--- config.mk ---
export PLATFORM = sky130hd
export DESIGN_NAME = ai_conv_engine
export DESIGN_NICKNAME = d
export VERILOG_FILES = /design/src/rtl/ai_conv_engine.sv
export SDC_FILE = /design/constraint.sdc
export NUM_CORES = 1
export LEC_CHECK = 0
export ABC_AREA = 0
export BUFFER_PORTS_ARGS = -buffer_cell sky130_fd_sc_hd__buf_4
export CAP_MARGIN = 40
export CORE_ASPECT_RATIO = 0.5
export CORE_MARGIN = 4
export CORE_UTILIZATION = 60
export DETAILED_ROUTE_END_ITERATION = 10
export HOLD_SLACK_MARGIN = 0.08
export PLACE_DENSITY = 0.8
export REMOVE_ABC_BUFFERS = 1
export SYNTH_ARGS = -nofsm -noshare
export SYNTH_HDL_FRONTEND = slang
export SYNTH_SLANG_ARGS = --single-unit
--- constraint.sdc ---
create_clock -name clk -period 17.3 [get_ports clk]
set_clock_uncertainty 0.05 [all_clocks]
set_input_delay 0.865 -clock clk [delete_from_list [all_inputs] [get_ports clk]]
set_output_delay 0.865 -clock clk [all_outputs]
set_load 0.02 [all_outputs]
--- src/rtl/ai_conv_engine.sv ---
// Sequential N x N tile / K x K kernel valid convolution, one MAC per clock, with mean/variance post-processing.
// Optional AI_CONV_BOX_FILTER_EN adds box_sel, which reloads the kernel with all ones while idle.
module ai_conv_engine #(
    parameter int DATA_W = 8,
    parameter int N      = 4,
    parameter int K      = 3,
    parameter int ACC_W  = 20
) (
    input  logic        clk,
    input  logic        rst,
    input  logic [31:0] addr,
    input  logic        wr_en,
    input  logic        accel_select,
    input  logic [31:0] data_in,
`ifdef AI_CONV_BOX_FILTER_EN
    input  logic        box_sel,
`endif
    output logic [31:0] data_out,
    output logic [15:0] ctr,
    output logic        busy,
    output logic        irq
);
    localparam int M      = N - K + 1;
    localparam int MM     = M * M;
    localparam int NN     = N * N;
    localparam int KK     = K * K;
    localparam int LOG_MM = $clog2(MM);
    localparam int SUM_W  = DATA_W + LOG_MM;
    localparam int VAR_W  = 2 * DATA_W + LOG_MM;
    localparam int CW     = $clog2(N + 1);
    localparam int NIW    = (NN > 1) ? $clog2(NN) : 1;
    localparam int KIW    = (KK > 1) ? $clog2(KK) : 1;
    localparam int RIW    = (MM > 1) ? $clog2(MM) : 1;
    localparam logic [DATA_W-1:0] MAXV   = '1;
    localparam logic [CW-1:0]     K_LAST = CW'(K - 1);
    localparam logic [CW-1:0]     M_LAST = CW'(M - 1);

    localparam logic [2:0] S_IDLE = 3'd0;
    localparam logic [2:0] S_MAC  = 3'd1;
    localparam logic [2:0] S_MEAN = 3'd2;
    localparam logic [2:0] S_VAR  = 3'd3;
    localparam logic [2:0] S_VFIN = 3'd4;

    if (((MM & (MM - 1)) != 0) || (K > N)) begin : g_bad_params
        $error("ai_conv_engine: M*M must be a power of two and K<=N");
    end

    logic [2:0]        state_q, state_d;
    logic [DATA_W-1:0] tile_q [NN];
    logic [DATA_W-1:0] kern_q [KK];
    logic [DATA_W-1:0] res_q  [MM];
    logic [DATA_W-1:0] mean_q, var_q;
    logic [ACC_W-1:0]  acc_q;
    logic [VAR_W-1:0]  vacc_q;
    logic [CW-1:0]     or_q, oc_q, kr_q, kc_q;
    logic [RIW-1:0]    vidx_q;
    logic [15:0]       ctr_q;
    logic              done_q, irq_q;
    logic [1:0]        mode_q;

    // Bus decode; only the word index and the element bits are meaningful.
    logic [9:0] widx;
    logic [5:0] woff;
    logic       we, idle, go, is_tile, is_kern, is_res, tile_wr, kern_wr, mode_wr;
    logic       unused_bits;
    assign widx        = addr[11:2];
    assign woff        = widx[5:0];
    assign unused_bits = ^{addr[31:12], addr[1:0], data_in[31:DATA_W]};
    assign we      = wr_en & accel_select;
    assign idle    = (state_q == S_IDLE);
    assign is_tile = (widx[9:6] == 4'd1) && ({1'b0, woff} < 7'(NN));
    assign is_kern = (widx[9:6] == 4'd2) && ({1'b0, woff} < 7'(KK));
    assign is_res  = (widx[9:6] == 4'd3) && ({1'b0, woff} < 7'(MM));
    assign go      = we && (widx == 10'd0) && idle;
    assign tile_wr = we && is_tile && idle;
    assign kern_wr = we && is_kern && idle;
    assign mode_wr = we && (widx == 10'd2) && idle;

    // MAC datapath: output (or,oc), tap (kr,kc), tap index innermost.
    logic [NIW-1:0]      tidx;
    logic [KIW-1:0]      kidx;
    logic [RIW-1:0]      ridx;
    logic [2*DATA_W-1:0] prod;
    logic [DATA_W-1:0]   prod_c, acc_sat;
    logic [ACC_W-1:0]    acc_sum;
    logic                tap_last, mac_last;
    assign tidx     = NIW'((int'(or_q) + int'(kr_q)) * N + int'(oc_q) + int'(kc_q));
    assign kidx     = KIW'(int'(kr_q) * K + int'(kc_q));
    assign ridx     = RIW'(int'(or_q) * M + int'(oc_q));
    assign prod     = (2*DATA_W)'(tile_q[tidx]) * (2*DATA_W)'(kern_q[kidx]);
    assign prod_c   = (|prod[2*DATA_W-1:DATA_W]) ? MAXV : prod[DATA_W-1:0];
    assign acc_sum  = acc_q + ACC_W'(prod_c);
    assign acc_sat  = (acc_sum > ACC_W'(MAXV)) ? MAXV : acc_sum[DATA_W-1:0];
    assign tap_last = (kr_q == K_LAST) && (kc_q == K_LAST);
    assign mac_last = tap_last && (or_q == M_LAST) && (oc_q == M_LAST);

    logic [SUM_W-1:0] sum;
    always_comb begin
        sum = '0;
        for (int i = 0; i < MM; i++) sum = sum + SUM_W'(res_q[i]);
    end

    logic [DATA_W-1:0]   diff, var_c;
    logic [2*DATA_W-1:0] sq, vshift;
    logic [VAR_W-1:0]    vsum;
    assign diff   = (res_q[vidx_q] > mean_q) ? res_q[vidx_q] - mean_q : mean_q - res_q[vidx_q];
    assign sq     = (2*DATA_W)'(diff) * (2*DATA_W)'(diff);
    assign vsum   = vacc_q + VAR_W'(sq);
    assign vshift = vacc_q[VAR_W-1:LOG_MM];
    assign var_c  = (|vshift[2*DATA_W-1:DATA_W]) ? MAXV : vshift[DATA_W-1:0];

    always_comb begin
        state_d = state_q;
        case (state_q)
            S_IDLE:  if (go) state_d = S_MAC;
            S_MAC:   if (mac_last) state_d = S_MEAN;
            S_MEAN:  state_d = S_VAR;
            S_VAR:   if (vidx_q == RIW'(MM - 1)) state_d = S_VFIN;
            S_VFIN:  state_d = S_IDLE;
            default: state_d = S_IDLE;
        endcase
    end

    always_ff @(posedge clk) begin
        if (rst) begin
            state_q <= S_IDLE;
            for (int i = 0; i < NN; i++) tile_q[i] <= '0;
            for (int j = 0; j < KK; j++) kern_q[j] <= '0;
            for (int k = 0; k < MM; k++) res_q[k] <= '0;
            {mean_q, var_q, acc_q, vacc_q} <= '0;
            {or_q, oc_q, kr_q, kc_q, vidx_q} <= '0;
            {ctr_q, done_q, irq_q, mode_q} <= '0;
        end else begin
            state_q <= state_d;
            irq_q   <= 1'b0;
            if (!idle) ctr_q <= ctr_q + 16'd1;
            case (state_q)
                S_IDLE: begin
                    if (tile_wr) tile_q[NIW'(woff)] <= data_in[DATA_W-1:0];
                    if (kern_wr) kern_q[KIW'(woff)] <= data_in[DATA_W-1:0];
`ifdef AI_CONV_BOX_FILTER_EN
                    else if (box_sel) for (int j = 0; j < KK; j++) kern_q[j] <= DATA_W'(1);
`endif
                    if (mode_wr) mode_q <= data_in[1:0];
                    if (go) begin
                        for (int k = 0; k < MM; k++) res_q[k] <= '0;
                        {mean_q, var_q, acc_q, vacc_q} <= '0;
                        {or_q, oc_q, kr_q, kc_q, vidx_q} <= '0;
                        ctr_q  <= '0;
                        done_q <= 1'b0;
                    end
                end
                S_MAC: begin
                    if (kc_q != K_LAST) begin
                        kc_q  <= kc_q + CW'(1);
                        acc_q <= acc_sum;
                    end else begin
                        kc_q <= '0;
                        if (kr_q != K_LAST) begin
                            kr_q  <= kr_q + CW'(1);
                            acc_q <= acc_sum;
                        end else begin
                            kr_q        <= '0;
                            acc_q       <= '0;
                            res_q[ridx] <= acc_sat;
                            if (oc_q != M_LAST) begin
                                oc_q <= oc_q + CW'(1);
                            end else begin
                                oc_q <= '0;
                                or_q <= (or_q == M_LAST) ? '0 : or_q + CW'(1);
                            end
                        end
                    end
                end
                S_MEAN: mean_q <= sum[SUM_W-1:LOG_MM];
                S_VAR: begin
                    vacc_q <= vsum;
                    vidx_q <= vidx_q + RIW'(1);
                end
                S_VFIN: begin
                    var_q  <= var_c;
                    done_q <= 1'b1;
                    irq_q  <= 1'b1;
                end
                default: ;
            endcase
        end
    end

    // RESULT reads are shaped by MODE; normalisation is done here, not stored.
    logic [DATA_W-1:0] rraw, rval;
    always_comb begin
        rraw = res_q[RIW'(woff)];
        case (mode_q)
            2'd0:    rval = rraw;
            2'd1:    rval = (rraw > mean_q) ? rraw - mean_q : '0;
            2'd2:    rval = (woff == 6'd0) ? mean_q : '0;
            default: rval = (woff == 6'd0) ? var_q : '0;
        endcase
    end

    always_comb begin
        data_out = '0;
        if (widx == 10'd0)      data_out = {done_q, 29'b0, !idle, go};
        else if (widx == 10'd1) data_out = {16'b0, ctr_q};
        else if (widx == 10'd2) data_out = {30'b0, mode_q};
        else if (is_tile)       data_out = 32'(tile_q[NIW'(woff)]);
        else if (is_kern)       data_out = 32'(kern_q[KIW'(woff)]);
        else if (is_res)        data_out = 32'(rval);
    end

    assign ctr  = ctr_q;
    assign busy = !idle;
    assign irq  = irq_q;
endmodule

==> results of run 1 <==
worst max-delay path by stage:
| stage | start | end | cells past startpoint |
|---|---|---|---|
| floorplan | or_q[0] | res_q[0][0] | 30 |
| detailed placement | or_q[0] | res_q[3][5] | 31 |
| global placement | or_q[0] | res_q[1][2] | 31 |
| global route | or_q[0] | res_q[3][5] | 34 |
| finish | or_q[0] | res_q[3][6] | 31 |
| CTS | or_q[0] | res_q[3][6] | 31 |
synth_stat cells, types with 14 or more instances:
| library cell | number |
|---|---|
| clkbuf_1 | 88 |
| or2_2 | 40 |
| inv_1 | 168 |
| nand3_1 | 50 |
| a22oi_1 | 20 |
| dfxtp_1 | 93 |
| fa_1 | 100 |
| or3_1 | 20 |
| and2_1 | 252 |
| xor2_1 | 29 |
| nor2_1 | 162 |
| a21o_1 | 22 |
| buf_1 | 17 |
| nand2_1 | 111 |
| mux2i_1 | 17 |
| nand4_1 | 14 |
| mux4_2 | 160 |
| nor3_1 | 35 |
| xnor2_1 | 34 |
| edfxtp_1 | 288 |
| buf_4 | 16 |
| ha_1 | 125 |
| a21oi_1 | 129 |
| o21ai_0 | 57 |
logic make-up (layout without fill, tap and decap cells):
kind of cell	Yosys count	count (layout)	synth area share, %
AOI/OAI and AO/OA	332	332	8.26
xor gates and xnor gates	63	63	2.14
muxes	179	179	14.7
DFF	381	381	40.7
and+or+nand+nor	761	761	15.7
adders and majority gates	225	225	13.8
other	1	71	0.0145
buffers and inverters	297	315	4.59
flip-flops by register name, indices dropped and copies added (netlist names), named ones only:
name,cells
mean_q,8
kern_q,128
mode_q,2
kc_q,3
tile_q,128
vidx_q,2
ctr,16
oc_q,3
or_q,3
done_q,1
acc_q,20
res_q,32
state_q,3
irq,1
vacc_q,18
kr_q,3
var_q,8
layout make-up:
class / count / share of cell area [%]
clock buffer: 44 / 3.50
inverter: 169 / 2.26
clock inverter: 23 / 0.908
timing repair buffer: 79 / 2.19
multi-input combinational: 1631 / 51.2
tap: 577 / 2.57
sequential: 381 / 37.4
layout by cell type (no fill, tap or decap), drive strengths merged, types with 44 or more instances in the layout:
cell / instances
fa: 100
dfxtp: 93
edfxtp: 288
a21oi: 130
ha: 125
nand2: 111
o21ai: 60
nand3: 51
mux4: 160
nor2: 163
and2: 253
inv: 174
clkbuf: 44
conb: 71
buf: 79
metal layers:
metal	wire length [um]	part of all wire, %	up-vias	global-route usage, %
met5	41	0.064	-	0
met4	1760	2.8	6	7.95
met3	5950	9.3	126	5.13
met2	31800	50	891	47.4
met1	24400	38	9034	36.7
li1	-	-	8153	-
worst max-delay path: cells and delay by family, from the launching register on:
family | cells | cell delay (ps)
and+or+nand+nor | 5 | 1490
muxes | 1 | 730
DFF | 1 | 480
buffers and inverters | 3 | 440
xor gates and xnor gates | 3 | 1010
AOI/OAI and AO/OA | 10 | 2900
adders and majority gates | 9 | 3790
power groups by stage:
stage	registers, mW	logic [mW]	clock network, mW
final	1.04	1.27	0.842
after global routing	1.04	1.43	0.886
after CTS	1.04	1.26	0.846
after detailed placement	1.06	1.25	0
after global placement	1.06	1.21	0
after floorplan	1.05	0.975	0
==> impl_metrics.json, run 1 <==
{
  "avgSynthCellArea_sq_um": 11.5,
  "first_pass_iters": 6,
  "final_hold_viol_count": 0,
  "arrival_ps": 11410,
  "min_period_ps": 11200,
  "design.die.area_sq_um": 46600,
  "clock_sink_count": 381,
  "holdWs_ps": 417,
  "async_flop_share_pct": 0,
  "place.gp.congestion": 0.912,
  "holdPathEnd": "done_q",
  "cts_hold_buf": 0,
  "critPathMaxFanout": 32,
  "fin_crit_sh_pct": 64.7,
  "htreeDepth": 2,
  "grt.overflow.total": 0,
  "cpPeakStageDelay_ps": 730,
  "cts_tree": "done",
  "max_freq_mhz": 89.3,
  "switching_power_mw": 1.14,
  "fin_cells": 2904,
  "internal-power_mw": 2.01,
  "fin_setup_tns_ps": 0,
  "crit_slowest_cell": "mux4_2",
  "clk_latency_ps": 560,
  "wire_per_inst_um": 22.0,
  "end_kind": "flop",
  "placed_area_sq_um": 26900,
  "antenna_found_initial": 3,
  "drc_errors": 0,
  "design_area_sq_um": 28100,
  "rows": 53,
  "switching_share_pct": 36.1,
  "ff2ff_setup_slack_ps": 6100,
  "power.total_mw": 3.15,
  "pre_cts_slack_ps": 6210,
  "finalNetCount": 2592,
  "yosysWarnings": 0,
  "root_buffer": "clkbuf_16",
  "powerDensity_nw_per_um2": 112,
  "start_util_pct": 61.1,
  "ios": 118,
  "setup_viol": 0,
  "worstPathRequired_ps": 17520,
  "synth_cells": 2239,
  "first_global_vias": 18000,
  "p_leak_nw": 11.1,
  "hold_path_class": "flop to flop",
  "drt-total-wl_mm": 63.9,
  "r2r_cells": 31,
  "fp.dieW_um": 301,
  "pwr-share-comb_pct": 40.3,
  "die_y_um": 155,
  "drv_cap": 0,
  "critPathLaunchType": "flop",
  "globalRouteTotalUtil_pct": 27.8,
  "layout-drive-gt1-share_pct": 15.3,
  "yosys.area.top_type": "edfxtp_1",
  "ys_seq_elements": 381,
  "cts_setup_buffers": 0,
  "netlist_area_sq_um": 25800,
  "grt_pass1_wl_mm": 100,
  "post-dp-hpwl_mm": 44.5,
  "port_buffers": 56,
  "ant_nets": 0,
  "max_slew_margin_pct": 35.4,
  "drt_iter0_markers": 2137,
  "vdd_ir_drop_max_uv": 165,
  "hold_start": "done_q",
  "synth_edf_count": 288,
  "vias": 18200,
  "yosysTopAreaCellShare_pct": 33.5,
  "grt_start_max_net_pins": 62,
  "path_clk_slew_ps": 70,
  "final_util_pct": 66.6,
  "worstMarginPinSlew_ps": 960,
  "critPathKind": "flop to flop",
  "regArea_sq_um": 10500,
  "post_cts_resized": 0,
  "n_antenna_cell": 0,
  "fin_ws_ps": 6100,
  "whs_path_depth": 1,
  "areaGrowthSynthToFinish_pct": 9.00,
  "seqPwrFrac_pct": 33.0,
  "synth_ff_type": "edfxtp_1",
  "p_clk_share_pct": 26.7,
  "cts_max_path_buffers": 3,
  "drv_slew": 0,
  "status": "completed",
  "cpMostUsedCell": "fa_1",
  "rsz0062_at_grt": "false",
  "regToRegEndpoint": "res_q[3][6]",
  "cts-buffers-inserted": 37,
  "vias_per_cell": 6.27,
  "dp.cells": 2837,
  "multiInputGateArea_sq_um": 14400,
  "core_sq_um": 42200,
  "ys_types": 80,
  "seq_area_frac_synth_pct": 40.7,
  "fillers": 3022,
  "synth_area_leaders": "edfxtp_1, mux4_2, fa_1",
  "crit-reg2reg-launch": "or_q[0]"
}
(Power assumes the default switching activity.)
==> run 2, diff against run 1 <==
- CORE_UTILIZATION: 60 -> 57
- clock period: 17.3 -> 9.3 ns (I/O delays scaled with it)
==> impl_metrics.json, run 2 (synthesis results as in run 1) <==
{
  "status": "complete, but fails checks",
  "violations": "negative setup slack",
  "crit_slowest_cell": "mux4_2",
  "fin_crit_sh_pct": 105,
  "ios": 118,
  "root_buffer": "clkbuf_16",
  "regToRegEndpoint": "res_q[0][1]",
  "setup_viol": 32,
  "critPathKind": "flop to flop",
  "first_pass_iters": 5,
  "power.total_mw": 6.29,
  "drt-total-wl_mm": 67.9,
  "vias_per_cell": 6.33,
  "drt_iter0_markers": 2517,
  "fp.dieW_um": 309,
  "largestRegisters": "kern_q (128), tile_q (128), res_q (32)",
  "grt_start_max_net_pins": 54,
  "cpMostUsedCell": "fa_1",
  "worstMarginPinSlew_ps": 859,
  "ant_nets": 0,
  "areaGrowthSynthToFinish_pct": 14.2,
  "grt.overflow.total": 0,
  "critPathMaxFanout": 8,
  "clk_latency_ps": 560,
  "final_hold_viol_count": 0,
  "final_util_pct": 66.8,
  "core_sq_um": 44100,
  "final_cell_mix": "edfxtp_1, and2_1, inv_1, nor2_1, buf_4",
  "drc_errors": 0,
  "hold_start": "data_in[7]",
  "multiInputGateArea_sq_um": 14800,
  "max_slew_margin_pct": 42.4,
  "finalNetCount": 2701,
  "hold_path_class": "primary input to flop",
  "path_delay_family": "adder cells",
  "regArea_sq_um": 10500,
  "p_leak_nw": 11.7,
  "dp.cells": 2929,
  "path_clk_slew_ps": 70,
  "rows": 54,
  "min_period_ps": 9740,
  "port_buffers": 56,
  "design.die.area_sq_um": 48900,
  "cts_max_path_buffers": 3,
  "drv_slew": 0,
  "place.gp.congestion": 0.925,
  "powerDensity_nw_per_um2": 213,
  "crit-reg2reg-launch": "or_q[0]",
  "clock_sink_count": 381,
  "grt_pass1_wl_mm": 105,
  "whs_path_depth": 1,
  "critPathLaunchType": "flop",
  "layout-drive-gt1-share_pct": 21.9,
  "end_kind": "flop",
  "wire_per_inst_um": 22.4,
  "drv_cap": 0,
  "placed_area_sq_um": 27600,
  "fillers": 3058,
  "vias": 19100,
  "globalRouteTotalUtil_pct": 27.8,
  "max_freq_mhz": 103,
  "ff2ff_setup_slack_ps": -440,
  "cp_num_buf_inv": 8,
  "cts-buffers-inserted": 38,
  "rsz0062_at_grt": "true",
  "holdPathEnd": "kern_q[11][7]",
  "cts_tree": "done",
  "post-dp-hpwl_mm": 47.3,
  "wl_met2_mm": 33.2,
  "fin_setup_tns_ps": -12990,
  "r2r_cells": 36,
  "holdWs_ps": 297,
  "die_y_um": 158,
  "antenna_found_initial": 1,
  "fin_ws_ps": -445,
  "cpPeakStageDelay_ps": 580,
  "htreeDepth": 2,
  "layout_commonest_cell": "edfxtp_1",
  "worstPathRequired_ps": 9520,
  "first_global_vias": 19000,
  "cts_hold_buf": 0,
  "pre_cts_slack_ps": -467,
  "top_layer_used": "met5",
  "arrival_ps": 9970,
  "fin_cells": 3024,
  "n_antenna_cell": 0,
  "wl_met3_mm": 6.74,
  "vdd_ir_drop_max_uv": 211,
  "wl_met1_mm": 25.2,
  "start_util_pct": 58.5,
  "design_area_sq_um": 29500
}
-- run 2: changes by cell type in the layout (fill, tap and decap cells not counted), moves of 8 or more --
cell     before  now
nand2_2       0    8
a21oi_2       1   15
buf_6         1   15
ha_1        122  114
ha_4          0    8
nand2_1     111  103
buf_4        77  162
a21oi_1     129  112
-- run 2: worst max-delay path by stage --
| stage | from | end | slack, ps | cells after the start |
|---|---|---|---|---|
| after detailed placement | kr_q[0] | res_q[0][3] | -470 | 37 |
| after CTS | kr_q[0] | res_q[2][5] | -330 | 35 |
| after floorplan | or_q[0] | res_q[0][0] | -1780 | 30 |
| after global placement | kr_q[0] | res_q[0][3] | -240 | 37 |
| after global routing | or_q[0] | res_q[2][3] | -790 | 37 |
| final | or_q[0] | res_q[0][1] | -440 | 36 |
-- run 2: layer usage --
metal / track usage [%] / vias up
met1: 35.1 / 9538
met4: 10.8 / 2
met2: 47.6 / 1026
li1: - / 8378
met5: 0 / -
met3: 6.19 / 194
-- run 2: final cells by class --
type	count	area share, %
Clock buffer	43	3.36
Clock inverter	25	0.718
Inverter	169	2.15
Multi-Input combinational cell	1631	50.2
Sequential cell	381	35.7
Tap cell	588	2.50
Timing Repair Buffer	187	5.44
-- run 2: worst reg2reg max path, delay by kind of cell, from the launching register on --
kind	cells	cell delay, ps
DFF	1	340
adders and majority gates	9	3690
and+or+nand+nor	7	1550
muxes	1	580
AOI/OAI and AO/OA	8	1530
buffers and inverters	8	1180
xor gates and xnor gates	3	540
-- run 2: power breakdown --
group          switching [mW]  leakage (nW)  internal, mW
combinational            1.58          7.44          1.25
clock                   0.693         0.587         0.832
sequential             0.0473          3.69          1.89
total                    2.32          11.7          3.97
-- run 2: timing repair --
action                     in CTS  in global routing
buffers inserted               16                 10
pin swaps                      53                 38
gates cloned                    3                  0
resized for setup              64                 40
setup endpoints to repair      34                 41
